[src/rtl/vector_fifo_writer_pkg.sv]
// Shared types and helpers for the vector FIFO writer slice.
// The optional idle auto-flush is enabled by VECTOR_FIFO_WRITER_FLUSH_EN in the top level.
package vector_fifo_writer_pkg;

    typedef enum logic {
        FILL = 1'b0,
        WAIT = 1'b1
    } state_t;

    // Lane-index width; a single-lane vector still needs one index bit.
    function automatic int lane_idx_width(input int width_vector);
        return (width_vector > 1) ? $clog2(width_vector) : 1;
    endfunction

endpackage

[src/rtl/vector_lane_packer.sv]
// Packs accepted scalar samples into lanes, zero-padding short vectors and flagging completion.
module vector_lane_packer #(
    parameter int WIDTH_VECTOR = 8,
    parameter int N            = 32
) (
    input  logic                      clk,
    input  logic                      rstn,
    input  logic                      accept,
    input  logic [N-1:0]              s_data,
    input  logic                      s_last,
    input  logic                      flush,
    input  logic                      clear,
    output logic                      complete,
    output logic [WIDTH_VECTOR*N-1:0] vector,
    output logic                      padded,
    output logic                      idx_nonzero
);
    import vector_fifo_writer_pkg::*;

    localparam int                IDX_W    = lane_idx_width(WIDTH_VECTOR);
    localparam logic [IDX_W-1:0]  LAST_IDX = IDX_W'(WIDTH_VECTOR - 1);

    logic [IDX_W-1:0]          idx_r;
    logic [WIDTH_VECTOR*N-1:0] pack_r;
    logic [WIDTH_VECTOR*N-1:0] pack_next_s;
    logic                      pad_r;
    logic                      at_last_s;
    logic                      complete_s;
    logic                      padded_s;

    assign at_last_s = (idx_r == LAST_IDX);

    // Pack contents including the sample accepted this cycle.
    always_comb begin
        pack_next_s = pack_r;
        if (accept) begin
            pack_next_s[idx_r*N +: N] = s_data;
        end else begin
            pack_next_s = pack_r;
        end
    end

    // Completion on the last lane, on s_last, or on a forced flush of a partial vector.
    always_comb begin
        complete_s = 1'b0;
        padded_s   = pad_r;
        if (accept) begin
            complete_s = at_last_s || s_last;
            padded_s   = !at_last_s;
        end else if (flush && (idx_r != {IDX_W{1'b0}})) begin
            complete_s = 1'b1;
            padded_s   = 1'b1;
        end else begin
            complete_s = 1'b0;
            padded_s   = pad_r;
        end
    end

    // Lane index: wraps to lane 0 whenever a vector completes.
    always_ff @(posedge clk or negedge rstn) begin
        if (!rstn) begin
            idx_r <= {IDX_W{1'b0}};
        end else if (complete_s) begin
            idx_r <= {IDX_W{1'b0}};
        end else if (accept) begin
            idx_r <= idx_r + IDX_W'(1);
        end else begin
            idx_r <= idx_r;
        end
    end

    // Pack register and padding flag; a hand-over clears both so unused lanes read as zero.
    always_ff @(posedge clk or negedge rstn) begin
        if (!rstn) begin
            pack_r <= {(WIDTH_VECTOR*N){1'b0}};
            pad_r  <= 1'b0;
        end else if (clear) begin
            pack_r <= {(WIDTH_VECTOR*N){1'b0}};
            pad_r  <= 1'b0;
        end else begin
            pack_r <= accept ? pack_next_s : pack_r;
            pad_r  <= complete_s ? padded_s : pad_r;
        end
    end

    assign complete    = complete_s;
    assign vector      = pack_next_s;
    assign padded      = padded_s;
    assign idx_nonzero = (idx_r != {IDX_W{1'b0}});

endmodule

[src/rtl/vector_fifo_writer.sv]
// Producer front end: packs samples into lane vectors and writes them to the vector FIFO.
// Optional idle auto-flush of partial vectors: define VECTOR_FIFO_WRITER_FLUSH_EN.
module vector_fifo_writer #(
    parameter int WIDTH_VECTOR  = 8,
    parameter int N             = 32,
    parameter int CNT_W         = 16,
    parameter int FLUSH_TIMEOUT = 255
) (
    input  logic                      clk,
    input  logic                      rstn,
    input  logic [N-1:0]              s_data,
    input  logic                      s_valid,
    input  logic                      s_last,
    output logic                      s_ready,
    input  logic                      fifo_full,
    output logic [WIDTH_VECTOR*N-1:0] fifo_wdata,
    output logic                      fifo_winc,
    output logic [CNT_W-1:0]          vec_count,
    output logic [CNT_W-1:0]          partial_count,
    output logic                      busy
);
    import vector_fifo_writer_pkg::*;

    state_t                    state_r;
    state_t                    state_n_s;
    logic                      out_valid_r;
    logic [WIDTH_VECTOR*N-1:0] out_data_r;
    logic                      out_pad_r;
    logic [CNT_W-1:0]          vec_count_r;
    logic [CNT_W-1:0]          partial_count_r;

    logic                      winc_s;
    logic                      accept_s;
    logic                      slot_free_s;
    logic                      load_s;
    logic                      clear_s;
    logic                      flush_s;
    logic                      complete_s;
    logic                      padded_s;
    logic                      idx_nonzero_s;
    logic [WIDTH_VECTOR*N-1:0] vector_s;

    assign winc_s      = out_valid_r && !fifo_full;
    assign accept_s    = s_valid && (state_r == FILL);
    assign slot_free_s = !out_valid_r || winc_s;

    vector_lane_packer #(
        .WIDTH_VECTOR (WIDTH_VECTOR),
        .N            (N)
    ) u_packer (
        .clk         (clk),
        .rstn        (rstn),
        .accept      (accept_s),
        .s_data      (s_data),
        .s_last      (s_last),
        .flush       (flush_s),
        .clear       (clear_s),
        .complete    (complete_s),
        .vector      (vector_s),
        .padded      (padded_s),
        .idx_nonzero (idx_nonzero_s)
    );

`ifdef VECTOR_FIFO_WRITER_FLUSH_EN
    localparam int               IDLE_W    = $clog2(FLUSH_TIMEOUT + 1);
    localparam logic [IDLE_W-1:0] IDLE_LAST = IDLE_W'(FLUSH_TIMEOUT - 1);

    logic [IDLE_W-1:0] idle_cnt_r;
    logic              idle_s;

    assign idle_s  = (state_r == FILL) && idx_nonzero_s && !accept_s;
    assign flush_s = idle_s && (idle_cnt_r == IDLE_LAST);

    // Idle timer: the flush fires on the FLUSH_TIMEOUT-th consecutive idle cycle.
    always_ff @(posedge clk or negedge rstn) begin
        if (!rstn) begin
            idle_cnt_r <= {IDLE_W{1'b0}};
        end else if (!idle_s || flush_s) begin
            idle_cnt_r <= {IDLE_W{1'b0}};
        end else begin
            idle_cnt_r <= idle_cnt_r + IDLE_W'(1);
        end
    end
`else
    assign flush_s = 1'b0;
`endif

    // Next state and hand-over of a completed vector to the output slot.
    always_comb begin
        state_n_s = state_r;
        load_s    = 1'b0;
        clear_s   = 1'b0;
        case (state_r)
            FILL: begin
                if (complete_s) begin
                    if (slot_free_s) begin
                        load_s  = 1'b1;
                        clear_s = 1'b1;
                    end else begin
                        state_n_s = WAIT;
                    end
                end else begin
                    state_n_s = FILL;
                end
            end
            WAIT: begin
                if (winc_s) begin
                    load_s    = 1'b1;
                    clear_s   = 1'b1;
                    state_n_s = FILL;
                end else begin
                    state_n_s = WAIT;
                end
            end
            default: begin
                state_n_s = FILL;
            end
        endcase
    end

    // State register.
    always_ff @(posedge clk or negedge rstn) begin
        if (!rstn) begin
            state_r <= FILL;
        end else begin
            state_r <= state_n_s;
        end
    end

    // Output slot: a reload on the write edge keeps it valid, otherwise a write empties it.
    always_ff @(posedge clk or negedge rstn) begin
        if (!rstn) begin
            out_valid_r <= 1'b0;
            out_data_r  <= {(WIDTH_VECTOR*N){1'b0}};
            out_pad_r   <= 1'b0;
        end else if (load_s) begin
            out_valid_r <= 1'b1;
            out_data_r  <= vector_s;
            out_pad_r   <= padded_s;
        end else if (winc_s) begin
            out_valid_r <= 1'b0;
            out_data_r  <= out_data_r;
            out_pad_r   <= out_pad_r;
        end else begin
            out_valid_r <= out_valid_r;
            out_data_r  <= out_data_r;
            out_pad_r   <= out_pad_r;
        end
    end

    // Write counters, wrapping naturally at 2^CNT_W.
    always_ff @(posedge clk or negedge rstn) begin
        if (!rstn) begin
            vec_count_r     <= {CNT_W{1'b0}};
            partial_count_r <= {CNT_W{1'b0}};
        end else if (winc_s) begin
            vec_count_r     <= vec_count_r + CNT_W'(1);
            partial_count_r <= out_pad_r ? (partial_count_r + CNT_W'(1)) : partial_count_r;
        end else begin
            vec_count_r     <= vec_count_r;
            partial_count_r <= partial_count_r;
        end
    end

    assign s_ready       = (state_r == FILL);
    assign fifo_winc     = winc_s;
    assign fifo_wdata    = out_data_r;
    assign vec_count     = vec_count_r;
    assign partial_count = partial_count_r;
    assign busy          = out_valid_r || idx_nonzero_s || (state_r == WAIT);

endmodule

[config.mk]
export PLATFORM = sky130hd
export DESIGN_NAME = vector_fifo_writer
export DESIGN_NICKNAME = d
export VERILOG_FILES = /design/src/rtl/vector_fifo_writer_pkg.sv /design/src/rtl/vector_lane_packer.sv /design/src/rtl/vector_fifo_writer.sv
export SDC_FILE = /design/constraint.sdc
export NUM_CORES = 1
export LEC_CHECK = 0
export BUFFER_PORTS_ARGS = -buffer_cell sky130_fd_sc_hd__buf_2
export CAP_MARGIN = 10
export CORE_MARGIN = 1
export CORE_UTILIZATION = 50
export DETAILED_ROUTE_END_ITERATION = 12
export PLACE_DENSITY_LB_ADDON = 0.2
export SLEW_MARGIN = 20
export SYNTH_ARGS = -nofsm -noshare
export SYNTH_HDL_FRONTEND = slang
export SYNTH_HIERARCHICAL = 1
export SYNTH_SLANG_ARGS = --single-unit
[constraint.sdc]
create_clock -name clk -period 3.9 [get_ports clk]
set_input_delay 0.78 -clock clk [delete_from_list [all_inputs] [get_ports clk]]
set_output_delay 0.78 -clock clk [all_outputs]
set_load 0.02 [all_outputs]
* Word-level counts from Yosys, hierarchy flattened *
Cells that the tools add are included.

cells by class
  bitwise gates (word level) = 1
  shift operators = 2
  add/subtract/negate cells = 4
  multiplexer cells = 20
  reductions and logical operators = 15
  eq/ne operators = 1

operators by type and width
  operator                                                  number
  two-way mux 256 bit                                       3
  bitwise mux 256 bit                                       1
  variable shift 32 x 34 -> 256 bit (first input constant)  1
  indexed part select 32 x 34 -> 256 bit                    1
  negator 8 -> 34 bit                                       1
  adder 16 x 1 -> 16 bit (second input constant)            2
  two-way mux 1 bit                                         12
  nonzero test 2 bit                                        4
  two-way mux 3 bit                                         2
  logical OR 1 bit                                          4
  case mux 1 bit (2 select lines)                           2
  adder 3 x 1 -> 3 bit (second input constant)              1
  equality test 3 bit (second input constant)               1
  zero test 1 bit                                           3
  nonzero test 3 bit                                        1
  logical AND 1 bit                                         2
  AND reduction 2 bit                                       1
  NOT 1 bit                                                 1

word-level totals
  bits in registers = 551
  logic and storage cells = 52

* Logic depth before layout (Yosys ltp) *
Gate-level depths: netlist (run 1).

  depth in word-level cells = 7
  depth in mapped cells = 18
  mapped depth without buffers = 11

* Modules after synthesis *
Netlist (run 1), hierarchy kept.

by module, submodules not included
  module              times used  cells an instance  area an instance (µm²)
  vector_lane_packer  1           1415               16002.8
  vector_fifo_writer  1           687                11025.6

* Worst setup path before layout (run 1) *
OpenSTA, ideal clock, no wires.

  kind = input to register
  from = input port s_valid
  to = register u_packer.pack_r[172]
  slack = 0.759 ns
  setup time = 0.131 ns
  stages on the path = 13
  data arrival time = 3.010 ns
  path through = nor2b_1 -> clkbuf_1 -> a21oi_1 -> nor2_1 -> inv_1 -> a21oi_2 -> buf_2 -> buf_2 -> clkbuf_1 -> clkbuf_1 -> clkbuf_1 -> nand3b_1 -> mux2i_1

on the way
  cells in the longest elaborated chain, start to end = 5

ends and longest elaborated chain
  item                                                              RTL line                  RTL
  start: declaration                                                vector_fifo_writer.sv:12  input logic s_valid,
  logical AND 1 bit *                                               vector_fifo_writer.sv:44  assign accept_s = s_valid && (state_r == FILL);
  two-way mux 1 bit *                                               vector_lane_packer.sv:47  if (accept) begin
  via complete_s                                                    vector_fifo_writer.sv:38  logic complete_s;
  two-way mux 1 bit *                                               vector_fifo_writer.sv:95  if (complete_s) begin
  case mux 1 bit (2 select lines) *                                 vector_fifo_writer.sv:93  case (state_r)
  via clear_s                                                       vector_fifo_writer.sv:36  logic clear_s;
  two-way mux 256 bit / nonzero test 2 bit (equally long branches)  -
  end signal: assignment                                            vector_lane_packer.sv:75  pack_r <= {(WIDTH_VECTOR*N){1'b0}};
  end signal: assignment                                            vector_lane_packer.sv:78  pack_r <= {(WIDTH_VECTOR*N){1'b0}};
  end signal: assignment                                            vector_lane_packer.sv:81  pack_r <= accept ? pack_next_s : pack_r;
  end: declaration                                                  vector_lane_packer.sv:24  logic [WIDTH_VECTOR*N-1:0] pack_r;

Mark *: on every way through the listed nets, which the timed path passes. The rest lies on a longest branch. The select of a mux whose other input is x is not followed.
A chain may end at the register's enable or synchronous reset.

* Worst setup path after layout (run 1) *
  from = register u_packer.idx_r[0]
  to = register out_data_r[22] (netlist: fifo_wdata[22])

RTL lines
  item                                                                                                RTL line                   RTL
  start: declaration                                                                                  vector_lane_packer.sv:23   logic [IDX_W-1:0] idx_r;
  start signal: assignment                                                                            vector_lane_packer.sv:62   idx_r <= {IDX_W{1'b0}};
  start signal: assignment                                                                            vector_lane_packer.sv:64   idx_r <= {IDX_W{1'b0}};
  start signal: assignment                                                                            vector_lane_packer.sv:66   idx_r <= idx_r + IDX_W'(1);
  negator 8 -> 34 bit *                                                                               vector_lane_packer.sv:37   pack_next_s[idx_r*N +: N] = s_data;
  indexed part select 32 x 34 -> 256 bit / variable shift 32 x 34 -> 256 bit (equally long branches)  vector_lane_packer.sv:37
  bitwise mux 256 bit *                                                                               vector_lane_packer.sv:37
  two-way mux 256 bit *                                                                               vector_lane_packer.sv:36   if (accept) begin
  via vector_s[22]                                                                                    vector_fifo_writer.sv:41   logic [WIDTH_VECTOR*N-1:0] vector_s;
  end signal: assignment                                                                              vector_fifo_writer.sv:134  out_data_r <= {(WIDTH_VECTOR*N){1'b0}};
  end signal: assignment                                                                              vector_fifo_writer.sv:138  out_data_r <= vector_s;
  end signal: assignment                                                                              vector_fifo_writer.sv:142  out_data_r <= out_data_r;
  end: declaration                                                                                    vector_fifo_writer.sv:27   logic [WIDTH_VECTOR*N-1:0] out_data_r;

Mark *: on every way through the listed nets, which the timed path passes. The rest lies on a longest branch.

==> reports/results.ini, run 1 <==
[run]
cap_violations = 0

[cells_and_area]
finalNetCount = 2427
area_growth_pct = 16.18
fin_cells = 3117
final_cell_mix = dfrtp_1 (551), mux2_2 (487), buf_2 (326), nand2b_1 (310), mux2i_1 (256)
stdcell_area_um2 = 31400
final_common_cell = dfrtp_1
drive_gt1_frac = 0.4102
fillers = 4281

[die]
dieArea_um2 = 54990
fp.dieH_um = 234.5
core_region_area_um2 = 52970
initial_core_util = 0.5103
row_count = 84
die_width_um = 234.5
io_pins = 328

[clocking]
cts.sinks = 551
h-tree-depth = 2
insertion_delay_ns = 0.62
cts_tree = built
cts_root_buf = clkbuf_16
cts_resized = 0
numCtsBuffers = 59
post_cts_buffers = 0
clockBufferDepth = 3
hold_buffers = 0
path_clk_slew_ns = 0.06

[min_path]
hold_path_class = in -> async

[timing]
report.final.setup_viol = 0
finalSetupTns_ns = 0
fin_skew_ns = 0.02382
period_share = 0.8478
slew_viol_final = 0
rsz0062_at_grt = false
holdWs_ns = 0.1881
slew_headroom = 0.3047
fin_crit_ns = 3.306
fmax_mhz = 302.4
hold_viol = 0
tightest_slew_ns = 1.043

[synth]
ys_top_cells_by_area = dfrtp_1 (51%), mux2_2 (20%), mux2i_1 (9.5%), nand2b_1 (7.2%), nand3b_1 (2.1%)
async_reset_ff_frac = 1.000
ys_seq_elements = 551
seq_area_frac_synth = 0.5101
synth_edf_count = 0
synth_top_area_frac = 0.5101
netlist_area_um2 = 27030
synthDistinctLibCells = 44
ys.flop_type = dfrtp_1
synthCells = 2102
yosysTopAreaCell = dfrtp_1
synth_area_per_cell_um2 = 12.86
ys.warnings.count = 6

[power]
ir_drop_uv = 395.5
leakage_nw = 16.92
power.density_nw_per_um2 = 554.6
power_mw = 17.42

[detailed_routing]
wirelength_um = 63270
wl_per_cell_um = 20.30
route.vias.total = 16880
first_iter_violations = 782
viasPerCell = 5.415
drc = 0
drtAntennaViolNets = 0
drt_first_pass_iters = 5

[run_status]
outcome = complete, no violations

[setup_path]
end_kind = register
reg2reg_depth = 8
worstPathMaxFanout = 64
reg2reg_slack_ns = 0.59
crit_type = reg -> reg
r2r-end = fifo_wdata[22]
r2r-start = u_packer/idx_r[0]
required_ns = 4.39
arrival_ns = 3.80
start_kind = register

[global_route]
grt_pass1_vias = 17460
grt_pass1_wl_um = 98260
grt_start_max_net_pins = 102
use_met1 = 0.2880
globalRouteOverflowTotal = 0
grt_busiest_layer = met2
grt_util_all_layers = 0.2281
antenna_found_initial = 2
grt_use_met3 = 0.04155
grtUsageMet2 = 0.3931

[place]
place_inst = 3007
place_area_um2 = 29440
gp_congestion = 0.7798
dp_hpwl_um = 42260
place.port_buffers = 327

## cells by family after synthesis
logic type / Yosys count / share of synthesized area
multiplexers: 771 / 0.3133
other: 1 / 0.0001387
flip-flops: 551 / 0.5101
XOR/XNOR: 30 / 0.009721
AND/OR/NAND/NOR: 560 / 0.1311
buffers and inverters: 166 / 0.02778
adder cells (fa/ha/maj): 10 / 0.004629
AO/OA/AOI/OAI: 13 / 0.003287
## worst max-delay path by stage
stage | depth (start not counted) | startpoint | slack [ns] | to
floorplan | 13 | s_valid | 0.76 | u_packer/pack_r[172]
global placement | 7 | s_valid | 0.51 | fifo_wdata[28]
detailed placement | 7 | s_valid | 0.43 | fifo_wdata[22]
CTS | 8 | u_packer/idx_r[0] | 0.64 | fifo_wdata[22]
global route | 8 | u_packer/idx_r[0] | 0.46 | fifo_wdata[22]
finish | 8 | u_packer/idx_r[0] | 0.59 | fifo_wdata[22]
## routing by layer
layer	wire [um]	part of all wire	up-vias
li1	-	-	7855
met1	26640	0.42	8638
met2	32230	0.51	300
met3	2769	0.044	84
met4	1615	0.026	2
met5	13	0.00021	-
## power by group
group | internal [mW] | total [mW] | switching, mW
sequential | 6.06 | 6.30 | 0.247
clock | 3.34 | 5.62 | 2.28
combinational | 2.60 | 5.49 | 2.89
## sequential cells by signal, indices dropped and copies added, names as in the netlist
| name | cells |
|---|---|
| state_r | 1 |
| vec_count | 16 |
| out_pad_r | 1 |
| u_packer/pad_r | 1 |
| u_packer/pack_r | 256 |
| out_valid_r | 1 |
| fifo_wdata | 256 |
| u_packer/idx_r | 3 |
| partial_count | 16 |
## cells in the mapped netlist, drive strengths merged, types with 2 or more instances
cell type,number
a211oi,2
nor2b,4
and4,2
ha,10
or2,2
buf,77
xor2,14
o21ai,3
dfrtp,551
mux2i,256
and2,75
nor4,2
xnor2,16
clkbuf,76
nor3,11
nand4,6
and3b,2
mux2,515
nand2,20
nor3b,3
nor2,10
nand3,10
or3,3
a21oi,4
nand2b,310
inv,13
a22o,2
nand3b,75
and3,23
## final cells by class
| type | instances | area [um^2] | share of cell area |
|---|---|---|---|
| flip-flops and latches | 551 | 13790 | 0.4391 |
| multi-input cells | 1386 | 12560 | 0.4001 |
| well taps | 688 | 860.8 | 0.02741 |
| diodes | 1 | 2.502 | 0.00007969 |
| clock inverters | 14 | 120.1 | 0.003825 |
| repair buffers | 369 | 2175 | 0.06925 |
| clock buffers | 95 | 1844 | 0.05873 |
| inverters | 13 | 48.80 | 0.001554 |
## metrics by stage
stage	worst slack, ns	utilization
after floorplan	0.7590	-
after global placement	0.5051	0.5557
after detailed placement	0.4257	0.5557
after CTS	0.6359	0.5928
after global routing	0.4591	0.5928
final	0.5936	0.5928
## worst max-delay path: stages, from the launching register on
cell and delay, ns:
dfrtp_1 0.55, inv_1 0.14, ha_1 0.25, ha_1 0.34, nor2b_1 0.42, or4b_4 0.54
buf_12 0.25, mux2_4 0.36, mux2_2 0.27
Note: power is estimated with default switching activity, not from simulation.
==> run 2: changes to the inputs <==
==> constraint.sdc (replaced) <==
create_clock -name clk -period 3.05 [get_ports clk]
set_input_delay 0.61 -clock clk [delete_from_list [all_inputs] [get_ports clk]]
set_output_delay 0.61 -clock clk [all_outputs]
set_load 0.02 [all_outputs]
==> run 2 against run 1 <==
Against the previous run:
- routed wire length is 0.20% lower
- power is 28% higher
- register-to-register slack worse by 0.41 ns
- die area stayed put
- largest cell class unchanged
==> reports/results.ini, run 2 (synthesis gave the netlist of run 1 again) <==
[power]
power.density_nw_per_um2 = 704.7
p_seq_frac = 0.362
power_frac_clock = 0.313
ir_drop_uv = 463.8
leakage_nw = 17.02
internal-power_mw = 15.36
comb_power_share = 0.325
power_mw = 22.28
swShare = 0.3106
p_switching_mw = 6.922

[global_route]
grt_util_all_layers = 0.2282
grt_start_max_net_pins = 132
grt_pass1_wl_um = 98350
grt_pass1_vias = 17540
antenna_found_initial = 1
globalRouteOverflowTotal = 0

[setup_path]
reg2reg_depth = 8
arrival_ns = 2.29
r2r-end = fifo_wdata[26]
required_ns = 2.44
max_stage_delay_ns = 0.52
reg2reg_slack_ns = 0.18
crit_type = reg -> out
worstPathMaxFanout = 8
slowest_stage = or3_2
start_kind = register
worstPathCellList = inv_1 > ha_1 > ha_1 > inv_1 > or3_2 > buf_2
end_kind = output pin
r2r-start = u_packer/idx_r[0]

[detailed_routing]
wirelength_um = 63140
drt_first_pass_iters = 5
route.vias.total = 17010
viasPerCell = 5.440
drc = 0
wl_per_cell_um = 20.19
first_iter_violations = 796
drtAntennaViolNets = 0

[place]
place.port_buffers = 327
dp_hpwl_um = 42610
gp_congestion = 0.7969
place_area_um2 = 29740
post-place-ws_ns = 0.2022
place_inst = 3022

[min_path]
hp-start = fifo_full
hold_path_class = in -> reg
worstHoldPathCells = 3
min_to = out_valid_r

[cells_and_area]
final_cell_mix = dfrtp_1 (551), mux2_2 (487), buf_2 (326), nand2b_1 (310), mux2i_1 (256)
area_growth_pct = 17.00
utilization = 0.5970
num_antenna_cells = 0
drive_gt1_frac = 0.4108
final_common_cell = dfrtp_1
fin_cells = 3127
stdcell_area_um2 = 31620
finalNetCount = 2443
fillers = 4214

[die]
io_pins = 328
dieArea_um2 = 54990
fp.dieH_um = 234.5
row_count = 84
core_region_area_um2 = 52970
die_width_um = 234.5
initial_core_util = 0.5103

[timing]
fin_crit_ns = 2.902
rsz0062_at_grt = false
fmax_mhz = 344.6
tightest_slew_ns = 0.5618
period_share = 0.9514
hold_viol = 0
fin_skew_ns = 0.01504
report.final.setup_viol = 0
slew_viol_final = 0
holdWs_ns = 0.2802
finalSetupTns_ns = 0
fin_ws_ns = 0.1483
slew_headroom = 0.6255

[clocking]
h-tree-depth = 2
cts_tree = built
cts_root_buf = clkbuf_16
numCtsBuffers = 59
cts.sinks = 551
post_cts_buffers = 0
hold_buffers = 1
path_clk_slew_ns = 0.06
cts_resized = 0
clockBufferDepth = 3
insertion_delay_ns = 0.60

[run]
cap_violations = 0

[run_status]
outcome = complete, no violations

run 2: cell types whose count changed in the layout (fill, tap and decap cells not counted), sizes merged:
cell         delta
diode           -1
dlygate4sd3     +1
clkinv          -2
clkbuf          -3
buf            +15
run 2: layer usage:
layer,up-vias,share of wire,global-route usage
li1,7887,-,-
met1,8687,0.43,0.2959
met2,350,0.50,0.3847
met3,86,0.050,0.04421
met4,2,0.025,0.07177
met5,-,0.00021,0
run 2: cell type report:
| cell class | count | area [um^2] | share of cell area |
|---|---|---|---|
| multi-input combinational | 1386 | 12560 | 0.3973 |
| clock buffer | 92 | 1763 | 0.05575 |
| clock inverter | 12 | 113.9 | 0.003601 |
| timing repair buffer | 385 | 2485 | 0.07858 |
| sequential | 551 | 13790 | 0.4360 |
| inverter | 13 | 48.80 | 0.001543 |
| tap | 688 | 860.8 | 0.02722 |
run 2: critical path, delay by kind of cell, from the launching register on:
kind                       cells  cell delay (ns)
DFF                            1             0.45
adders and majority gates      2             0.32
and+or+nand+nor                1             0.52
buffers and inverters          3             0.39
run 2: worst max path at each step:
stage | start | endpoint | slack [ns] | depth (start not counted)
finish | u_packer/idx_r[0] | busy | 0.15 | 6
global route | u_packer/idx_r[0] | busy | 0.03 | 6
CTS | u_packer/idx_r[0] | busy | 0.10 | 6
detailed placement | u_packer/idx_r[0] | fifo_wdata[22] | 0.20 | 8
global placement | u_packer/idx_r[0] | fifo_wdata[23] | 0.26 | 8
floorplan | u_packer/idx_r[0] | fifo_wdata[10] | 0.08 | 11
run 2: power groups by stage:
stage               Clock (mW)  Combinational [mW]  Sequential (mW)
floorplan                    0                5.15             8.34
global placement             0                7.11             8.17
detailed placement           0                7.29             8.19
CTS                       7.15                7.31             8.06
global route              7.47                7.79             8.12
finish                    6.98                7.24             8.06
==> run 3: changes to the inputs <==
==> constraint.sdc (replaced) <==
create_clock -name clk -period 3.35 [get_ports clk]
set_input_delay 0.67 -clock clk [delete_from_list [all_inputs] [get_ports clk]]
set_output_delay 0.67 -clock clk [all_outputs]
set_load 0.02 [all_outputs]
==> run 3 against run 2 <==
Against the previous run:
- cell count hardly changed
- setup slack improved by 0.16 ns
- power decreased by 7.4%
- clock power is 2.9% lower
- sequential share of layout area fell by 0.10 points
- count of clock-buffer cells in the layout grew 5
- register-to-register slack improved by 0.26 ns
- clock skew is 0.0017 ns lower
- first-iteration DRC count increased by 10%
- routed wire length rose by 0.75%
- global-route usage is 0.16 points higher
- utilization rose by 0.14 points
==> reports/results.ini, run 3 (synthesis gave the netlist of run 1 again) <==
[timing]
fmax_mhz = 329.2
period_share = 0.9067
fin_crit_ns = 3.037
rsz0062_at_grt = false
report.final.setup_viol = 0
fin_ws_ns = 0.3126
tightest_slew_ns = 0.7130
fin_skew_ns = 0.01329
hold_viol = 0
slew_headroom = 0.5247
finalSetupTns_ns = 0
slew_viol_final = 0

[power]
p_seq_frac = 0.355
swShare = 0.3074
ir_drop_uv = 453.2
power.density_nw_per_um2 = 651.2
p_switching_mw = 6.346
internal-power_mw = 14.30
power_mw = 20.64
leakage_nw = 17.05
comb_power_share = 0.316
power_frac_clock = 0.328

[detailed_routing]
drc = 0
drt_first_pass_iters = 6
first_iter_violations = 879
drtAntennaViolNets = 0
viasPerCell = 5.437
route.vias.total = 16990
wirelength_um = 63620
wl_per_cell_um = 20.36

[die]
row_count = 84
core_region_area_um2 = 52970
io_pins = 328
die_width_um = 234.5
dieArea_um2 = 54990
fp.dieH_um = 234.5
initial_core_util = 0.5103

[setup_path]
r2r-start = u_packer/idx_r[0]
crit_type = reg -> out
reg2reg_slack_ns = 0.44
arrival_ns = 2.37
r2r-end = fifo_wdata[28]
start_kind = register
end_kind = output pin
reg2reg_depth = 9
required_ns = 2.68
worstPathMaxFanout = 9

[run_status]
outcome = complete, no violations

[cells_and_area]
final_common_cell = dfrtp_1
final_cell_mix = dfrtp_1 (551), mux2_2 (487), buf_2 (326), nand2b_1 (310), mux2i_1 (256)
finalNetCount = 2439
stdcell_area_um2 = 31700
area_growth_pct = 17.28
drive_gt1_frac = 0.4120
num_antenna_cells = 0
utilization = 0.5984

[global_route]
grt_pass1_vias = 17740
grt_busiest_layer = met2
grtUsageMet2 = 0.3909
antenna_found_initial = 1
grt_pass1_wl_um = 99010
grt_util_all_layers = 0.2298
grt_use_met3 = 0.04700
globalRouteOverflowTotal = 0
use_met1 = 0.2900
grt_start_max_net_pins = 82

[clocking]
cts_resized = 0
h-tree-depth = 2
clockBufferDepth = 3
hold_buffers = 0
cts_root_buf = clkbuf_16
cts.sinks = 551
post_cts_buffers = 0
numCtsBuffers = 58
cts_tree = built
insertion_delay_ns = 0.62
path_clk_slew_ns = 0.06

[place]
gp_congestion = 0.8065
post-place-ws_ns = 0.2236
place.port_buffers = 327
dp_hpwl_um = 42500
place_area_um2 = 29670

[run]
cap_violations = 0

[min_path]
hold_path_class = in -> async

[run 3: how the worst max path moves through the flow]
stage                            to              start  cells after the start  slack (ns)
finish                         busy  u_packer/idx_r[0]                      7        0.31
floorplan            fifo_wdata[10]  u_packer/idx_r[0]                     11        0.22
global placement    fifo_wdata[160]            s_valid                      9        0.31
detailed placement  fifo_wdata[178]            s_valid                      9        0.22
global route                   busy  u_packer/idx_r[0]                      7        0.18
CTS                            busy  u_packer/idx_r[0]                      7        0.25
[run 3: layer usage]
layer  vias to the layer above  share of wire
met3                       110          0.047
met2                       316           0.50
met4                         2          0.032
met5                         -        0.00019
li1                       7868              -
met1                      8694           0.42
[run 3: stage by stage]
step           std cells  hold slack (ns)
6_report            3125          0.01583
5_1_grt             3125          0.06031
4_1_cts             3125          0.04775
3_5_place_dp        3020           0.4610
3_3_place_gp        3020           0.4496
2_1_floorplan       2103           0.3744
[run 3: cell type report]
cell class,count,area [um^2]
clock buffers,97,1862
repair buffers,382,2410
fillers,4272,21270
multi-input cells,1386,12560
clock inverters,8,165.2
flip-flops and latches,551,13790
inverters,13,48.80
well taps,688,860.8
[run 3: worst max-delay path, cell delays in order (launching register included)]
cell     delay (ns)
dfrtp_1        0.38
buf_4          0.17
inv_1          0.14
ha_1           0.20
ha_1           0.15
inv_1          0.06
or3_2          0.46
buf_2          0.19
[run 3: power by group through the flow]
stage	combinational, mW	sequential [mW]	clock [mW]
floorplan	4.68	7.59	0
global placement	6.40	7.43	0
detailed placement	6.56	7.45	0
CTS	6.57	7.33	6.96
global route	7.00	7.38	7.24
finish	6.53	7.33	6.78
